==> config.mk <==
export PLATFORM = sky130hd
export DESIGN_NAME = oculink_link_sequencer
export DESIGN_NICKNAME = d
export VERILOG_FILES = /design/src/rtl/oculink_link_sequencer.sv
export SDC_FILE = /design/constraint.sdc
export NUM_CORES = 1
export LEC_CHECK = 0
export ABC_AREA = 1
export CAP_MARGIN = 20
export CELL_PAD_IN_SITES_DETAIL_PLACEMENT = 0
export CELL_PAD_IN_SITES_GLOBAL_PLACEMENT = 1
export CORE_UTILIZATION = 43
export CTS_BUF_LIST = sky130_fd_sc_hd__clkbuf_2 sky130_fd_sc_hd__clkbuf_4 sky130_fd_sc_hd__clkbuf_8
export CTS_CLUSTER_SIZE = 20
export DETAILED_ROUTE_END_ITERATION = 7
export PLACE_DENSITY = 0.91
export SYNTH_ARGS = -nofsm -noshare
export SYNTH_HDL_FRONTEND = slang
export SYNTH_SLANG_ARGS = --single-unit
export TNS_END_PERCENT = 100
==> constraint.sdc <==
create_clock -name user_clk -period 2.05 [get_ports user_clk]
set_input_delay 0.41 -clock user_clk [delete_from_list [all_inputs] [get_ports user_clk]]
set_output_delay 0.41 -clock user_clk [all_outputs]
set_load 0.05 [all_outputs]
==> src/rtl/oculink_link_sequencer.sv <==
// Per-port PERST#/link bring-up sequencer for OCuLink root ports.
// Optional macro OCULINK_LINKDOWN_CNT_EN enables the per-port link-drop counters.
module oculink_link_sequencer #(
  parameter int NUM_PORTS       = 2,
  parameter int DEBOUNCE_CYCLES = 1000000,
  parameter int PERST_CYCLES    = 25000000,
  parameter int LINK_TIMEOUT    = 50000000,
  parameter int MAX_RETRY       = 3,
  parameter int CNT_W           = 32
) (
  input  logic                   user_clk,
  input  logic                   reset,
  input  logic [NUM_PORTS-1:0]   cprsnt,
  input  logic [NUM_PORTS-1:0]   sw_rst,
  input  logic [NUM_PORTS-1:0]   user_lnk_up,
  input  logic [NUM_PORTS-1:0]   finished_config,
  input  logic [NUM_PORTS-1:0]   failed_config,
  output logic [NUM_PORTS-1:0]   perst_n,
  output logic [NUM_PORTS-1:0]   start_config,
  output logic [NUM_PORTS-1:0]   port_ready,
  output logic [3*NUM_PORTS-1:0] port_state,
  output logic [4*NUM_PORTS-1:0] retry_cnt,
  output logic [8*NUM_PORTS-1:0] linkdown_cnt
);

  typedef enum logic [2:0] {
    IDLE      = 3'd0,
    DEBOUNCE  = 3'd1,
    PERST     = 3'd2,
    WAIT_LINK = 3'd3,
    CONFIG    = 3'd4,
    READY     = 3'd5,
    FAILED    = 3'd6
  } state_t;

  localparam logic [CNT_W-1:0] DEB_LAST   = CNT_W'(DEBOUNCE_CYCLES - 1);
  localparam logic [CNT_W-1:0] PERST_LAST = CNT_W'(PERST_CYCLES - 1);
  localparam logic [CNT_W-1:0] LINK_LAST  = CNT_W'(LINK_TIMEOUT - 1);
  localparam logic [CNT_W-1:0] CNT_ONE    = CNT_W'(1);
  localparam logic [3:0]       RETRY_LIM  = 4'(MAX_RETRY);

  for (genvar p = 0; p < NUM_PORTS; p++) begin : g_port
    logic             sync_a;
    logic             sync_b;
    state_t           state_q;
    state_t           state_d;
    logic [CNT_W-1:0] timer_q;
    logic [CNT_W-1:0] timer_d;
    logic [3:0]       retry_q;
    logic [3:0]       retry_d;
    logic [3:0]       retry_inc;
    logic             retry_ok;
    logic             enter;
    logic             perst_n_q;
    logic             start_q;
    logic             ready_q;

    always_ff @(posedge user_clk) begin
      if (reset) begin
        sync_a <= 1'b0;
        sync_b <= 1'b0;
      end else begin
        sync_a <= cprsnt[p];
        sync_b <= sync_a;
      end
    end

    assign retry_inc = (retry_q == 4'hF) ? retry_q : retry_q + 4'd1;
    assign retry_ok  = (retry_q < RETRY_LIM);

    // Cable removal beats sw_rst, which beats every in-state transition.
    always_comb begin
      state_d = state_q;
      retry_d = retry_q;
      enter   = 1'b0;
      if (state_q != IDLE && !sync_b) begin
        state_d = IDLE;
        retry_d = 4'd0;
        enter   = 1'b1;
      end else if (sw_rst[p] && state_q != IDLE && state_q != DEBOUNCE) begin
        state_d = PERST;
        retry_d = 4'd1;
        enter   = 1'b1;
      end else begin
        case (state_q)
          IDLE: begin
            if (sync_b) begin
              state_d = DEBOUNCE;
              enter   = 1'b1;
            end
          end
          DEBOUNCE: begin
            if (timer_q == DEB_LAST) begin
              state_d = PERST;
              retry_d = 4'd1;
              enter   = 1'b1;
            end
          end
          PERST: begin
            if (timer_q == PERST_LAST) begin
              state_d = WAIT_LINK;
              enter   = 1'b1;
            end
          end
          WAIT_LINK: begin
            if (user_lnk_up[p]) begin
              state_d = CONFIG;
              enter   = 1'b1;
            end else if (timer_q == LINK_LAST) begin
              enter = 1'b1;
              if (retry_ok) begin
                state_d = PERST;
                retry_d = retry_inc;
              end else begin
                state_d = FAILED;
              end
            end
          end
          CONFIG: begin
            if (failed_config[p]) begin
              state_d = FAILED;
              enter   = 1'b1;
            end else if (finished_config[p]) begin
              state_d = READY;
              enter   = 1'b1;
            end else if (!user_lnk_up[p]) begin
              enter = 1'b1;
              if (retry_ok) begin
                state_d = PERST;
                retry_d = retry_inc;
              end else begin
                state_d = FAILED;
              end
            end
          end
          READY: begin
            if (!user_lnk_up[p]) begin
              state_d = PERST;
              retry_d = 4'd1;
              enter   = 1'b1;
            end
          end
          default: ;
        endcase
      end

      if (enter)
        timer_d = '0;
      else if (state_q == DEBOUNCE || state_q == PERST || state_q == WAIT_LINK)
        timer_d = timer_q + CNT_ONE;
      else
        timer_d = timer_q;
    end

    // Outputs decode the next state so they move together with port_state.
    always_ff @(posedge user_clk) begin
      if (reset) begin
        state_q   <= IDLE;
        timer_q   <= '0;
        retry_q   <= 4'd0;
        perst_n_q <= 1'b0;
        start_q   <= 1'b0;
        ready_q   <= 1'b0;
      end else begin
        state_q   <= state_d;
        timer_q   <= timer_d;
        retry_q   <= retry_d;
        perst_n_q <= (state_d == WAIT_LINK) || (state_d == CONFIG) || (state_d == READY);
        start_q   <= (state_d == CONFIG) && enter;
        ready_q   <= (state_d == READY);
      end
    end

    assign perst_n[p]             = perst_n_q;
    assign start_config[p]        = start_q;
    assign port_ready[p]          = ready_q;
    assign port_state[3*p +: 3]   = state_q;
    assign retry_cnt[4*p +: 4]    = retry_q;

`ifdef OCULINK_LINKDOWN_CNT_EN
    logic [7:0] linkdown_q;

    // Only a genuine link drop out of READY counts; sw_rst and cable loss do not.
    always_ff @(posedge user_clk) begin
      if (reset)
        linkdown_q <= 8'd0;
      else if (state_q == READY && sync_b && !sw_rst[p] && !user_lnk_up[p] && linkdown_q != 8'hFF)
        linkdown_q <= linkdown_q + 8'd1;
    end

    assign linkdown_cnt[8*p +: 8] = linkdown_q;
`else
    assign linkdown_cnt[8*p +: 8] = 8'd0;
`endif
  end

endmodule
== Yosys cells after proc, flatten, opt, wreduce, memory -nomap -nowiden ==
Cells that the tools add are included.

* Input port bits: 12
* Output and inout port bits: 36
* Logic and storage cells: 184
* Register bits after elaboration: 88

* Eq/ne operators: 54
* Reductions and logical operators: 36
* Mux-type cells: 70
* Add/subtract/negate cells: 4
* Magnitude comparators: 2

{| class="wikitable"
|+ Operator list
! operator !! count
|-
| two-way mux 3 bit || 24
|-
| two-way mux 4 bit || 18
|-
| adder 32 x 1 -> 32 bit (second input constant) || 2
|-
| equality test 32 x 20 -> 1 bit (second input constant) || 2
|-
| equality test 32 x 25 -> 1 bit (second input constant) || 2
|-
| equality test 32 x 26 -> 1 bit (second input constant) || 2
|-
| inequality test 3 bit (second input constant) || 14
|-
| case mux 3 bit (6 select lines) || 2
|-
| case mux 4 bit (4 select lines) || 2
|-
| AND reduction 8 bit || 4
|-
| inequality test 2 bit (second input constant) || 14
|-
| equality test 3 bit (second input constant) || 8
|-
| two-way mux 1 bit || 22
|-
| equality test 3 x 2 -> 1 bit (second input constant) || 6
|-
| case mux 1 bit (6 select lines) || 2
|-
| nonzero test 5 bit || 2
|-
| adder 4 x 1 -> 4 bit (second input constant) || 2
|-
| equality test 4 bit (second input constant) || 2
|-
| logical AND 1 bit || 8
|-
| logical OR 1 bit || 8
|-
| less-than comparator 4 x 2 -> 1 bit (second input constant) || 2
|-
| nonzero test 4 bit || 2
|-
| OR reduction 2 bit || 4
|-
| equality test 3 x 1 -> 1 bit (second input constant) || 2
|-
| other kinds (5) || 10
|}

== Logic depth before layout (Yosys ltp) ==
* Word-level depth: 11
* Mapped depth: 13
* Depth with buffers taken out: 13

== Least setup slack after synthesis ==
OpenSTA, ideal clock, no wires.

* Path kind: flip-flop to flip-flop
* Start point: register g_port[0].state_q[1]
* End point: register g_port[0].timer_q[26]
* Stages on the path, launching flop included: 12
* Arrival: 1838 ps
* Slack: 95 ps
* Clock period less this slack: 1955 ps
* Required time: 1933 ps
* Setup time: 117 ps
* Buffers on the path: 1
* Cells stage by stage: dfxtp_1 buf_6 nor2_4 nor2_8 nand2_4 nor2_4 nand2_4 nor2_4 nand3b_4 nor2_4 nand2_1 nor3b_2

* Cells in the longest elaborated chain, start to end: 6
* Elaborated cells on any way between the ends: 17
* Those cells by class: eq/ne: 6; mux: 3; reduce/logical: 8

{| class="wikitable"
|+ RTL lines
! what !! line !! text
|-
| start, declared || 45 || <nowiki>state_t state_q;</nowiki>
|-
| start signal, assigned || 165 || <nowiki>state_q <= state_d;</nowiki>
|-
| parallel branches: the longest is 6 deep, another holds case mux 1 bit (6 select lines) || n/a ||
|-
| end signal, assigned || 166 || <nowiki>timer_q <= timer_d;</nowiki>
|-
| end, declared || 47 || <nowiki>logic [CNT_W-1:0] timer_q;</nowiki>
|}

Parallel ways; which one is timed is not known.
A chain may end at the register's enable or synchronous reset.

== Final worst setup path ==
* Start point: register g_port[0].retry_q[0]
* End point: output retry_cnt[0]

{| class="wikitable"
|+ RTL lines
! what !! line !! text
|-
| start, declared || 49 || <nowiki>logic [3:0] retry_q;</nowiki>
|-
| start signal, assigned || 167 || <nowiki>retry_q <= retry_d;</nowiki>
|-
| end, declared || 22 || <nowiki>output logic [4*NUM_PORTS-1:0] retry_cnt,</nowiki>
|}

No word-level cell between the ends.

==> results.toml <==
[synth]
synth_top_area_share_pct = 30.5
yosys-top-cells-area = "dfxtp_1, nor2_1, nand2_1, inv_1, nand3_1"
synth.avg_cell_area_um2 = 6.67
ys_seq_area_share_pct = 30.5
synthesis.area_um2 = 5780
ys_top_cells_by_count = "nor2_1, nand2_1, inv_1"
netlist_instances = 866
yosysTopAreaCell = "dfxtp_1"
ys_async_sr_fraction_pct = 0
synth_edf_count = 0
synth_most_common_cell = "nor2_1"
synth_ff_type = "dfxtp_1"
synth_cell_types = 42
yosysWarnings = 0
synth_seq_cells = 88

[critical_path]
ff2ff_setup_slack_ps = 170
path_class = "reg -> out"
critical_path_depth = 1
r2r_cells = 8
arrival_ps = 1570
crit_fanout = 4
critPathRequiredTime_ps = 1640
r2r-start = "g_port[1].state_q[1]$_SDFF_PP0_"
cp_top_family = "buffers and inverters"
startpoint = "g_port[0].retry_q[0]$_SDFFE_PP0P_"
cpMaxStageDelayCell = "clkdlybuf4s50_1"
start_kind = "flip-flop"
path_cells = "clkdlybuf4s50_1"
reg2reg_to = "g_port[1].timer_q[27]$_SDFFE_PP0P_"
critPathMaxStageDelay_ps = 820
cp-endpoint = "retry_cnt[0]"
critical_path_buf_inv_count = 1
endpoint_kind = "output pin"

[global_routing]
grt_util_all_layers_pct = 20.5
grt_pass1_vias = 5016
antenna_found_initial = 0
grt_start_max_net_pins = 33
grt-ovfl-total = 0
grt_pass1_wl_um = 23400

[power_and_ir_drop]
cellPowerDensity_nw_per_um2 = 558
power_mw = 3.65
peakVddDrop_mv = 0.391
p_leak_nw = 2.68

[clocking]
post_cts_buffers = 0
worstSkewPairLatency_ps = 360
cts_max_path_buffers = 2
ctsHoldBuffers = 0
clk_pin_slew_ps = 90
cts_tree = "yes"
cts_root_buf = "clkbuf_8"
cts_resized = 0
clock-sinks = 88
htree_levels = 3
cts_buffers = 9

[placed_design]
place_hpwl_um = 10700
placed_cells = 1082
numPortBuffers = 31
gp_congestion = 0.953

[timing]
hold_violations = 0
drv_slew = 0
whs_ps = 408
tns_ps = 0
fmaxAchievable_mhz = 505
fin_crit_sh_pct = 96.6
clock_skew_ps = 12.1
tightest_slew_ps = 504
timing.final.setup_violations = 0
finalCriticalPeriod_ps = 1980
slew_headroom_pct = 66.3
rsz0062_at_grt = "no"

[detailed_routing]
vias = 5339
dr.pass1.iters = 5
final_antenna_net_count = 0
wl_per_cell_um = 12.4
drt_wl_total_um = 13600
drtIter0Drc = 398
post_drt_via_cell_ratio = 4.87
remaining_drc_errors = 0

[floorplanning]
row_count = 41
die_h_um = 118
start_util_pct = 44.9
core_um2 = 12900
fp.dieArea_um2 = 13900
ios = 48
die_w_um = 118

[cells_and_area]
diodes = 0
nets = 937
drive_gt1_share_pct = 14.5
layout.cells.non_filler = 1097
area_delta_synth_final_pct = 13.3

[worst_hold_path]
min_path_type = "reg -> reg"

[run]
cap_viol_max_count = 0

[outcome]
status = "finished, final reports clean"
## logic make-up (layout without fill, tap and decap cells)
| kind of cell | Yosys count | count (layout) | share of synthesized area [%] |
|---|---|---|---|
| compound gates | 47 | 47 | 5.13 |
| xor+xnor | 45 | 45 | 6.82 |
| fa+ha+maj | 4 | 4 | 0.866 |
| buf+inv | 142 | 186 | 12.1 |
| flops | 88 | 88 | 30.5 |
| other cells | 1 | 16 | 0.0649 |
| simple gates | 539 | 539 | 44.5 |
## sequential cells by signal, indices dropped and copies added (netlist names)
register / flops
g_port.state_q: 6
g_port.timer_q: 64
g_port.ready_q: 2
g_port.perst_n_q: 2
g_port.sync_b: 2
g_port.sync_a: 2
g_port.retry_q: 8
g_port.start_q: 2
## per-layer routing
metal  GRT usage [%]  wire [um]  vias to the layer above
met5               0          0                        -
li1                -          -                     2803
met2            34.7       6340                       94
met4            6.25        230                        0
met3            3.10        428                       21
met1            26.6       6550                     2421
## final cells by class
cell class	instances	area, um^2
clock buffers	10	138
clock inverters	5	57.6
fillers	1324	6330
inverters	108	410
multi-input cells	651	3380
flip-flops and latches	88	1770
well taps	172	215
repair buffers	63	576
## where the power goes
| group | total (mW) | switching (mW) | internal (mW) |
|---|---|---|---|
| clock network | 1.23 | 0.643 | 0.591 |
| registers | 1.76 | 0.0294 | 1.73 |
| logic | 0.655 | 0.446 | 0.208 |
## how the worst min path moves through the flow
stage | depth (start not counted) | to | start
after floorplan | 2 | g_port[0].sync_b$_SDFF_PP0_ | g_port[0].sync_a$_SDFF_PP0_
after global placement | 2 | g_port[1].sync_b$_SDFF_PP0_ | g_port[1].sync_a$_SDFF_PP0_
after detailed placement | 2 | g_port[0].sync_b$_SDFF_PP0_ | g_port[0].sync_a$_SDFF_PP0_
after CTS | 2 | g_port[0].sync_b$_SDFF_PP0_ | g_port[0].sync_a$_SDFF_PP0_
after global routing | 2 | g_port[0].sync_b$_SDFF_PP0_ | g_port[0].sync_a$_SDFF_PP0_
final | 2 | g_port[0].sync_b$_SDFF_PP0_ | g_port[0].sync_a$_SDFF_PP0_
## through the flow
step	area (um^2)	util, %	setup slack, ps
after global routing	6540	50.8	1.29
after floorplan	5830	-	94.8
final	6540	50.8	69.3
after global placement	6330	49.2	26.3
after CTS	6530	50.7	12.2
after detailed placement	6330	49.2	-6.47
## cell usage in the layout, fill, tap and decap left out, types with 4 or more instances in the layout
cell type        Yosys  final
dfxtp_1             88     85
nor2_2              11     13
nor2_1             183    181
nand2_1            181    180
xnor2_1             12     12
or2_2                4      4
nor3b_2              5      5
nand3_1             58     58
inv_2               10     10
nand2_4              4      4
nor3_1              29     29
nand4_1             29     29
nand2_2              6      7
conb_1               1     16
nor2_4               6      6
clkdlybuf4s50_1      0     24
o21ai_0              9      9
buf_4               24     35
clkbuf_8             0     10
inv_1               96     96
a21oi_1             20     20
a21oi_2             11     11
xor2_1              33     33
(Power assumes the default switching activity.)
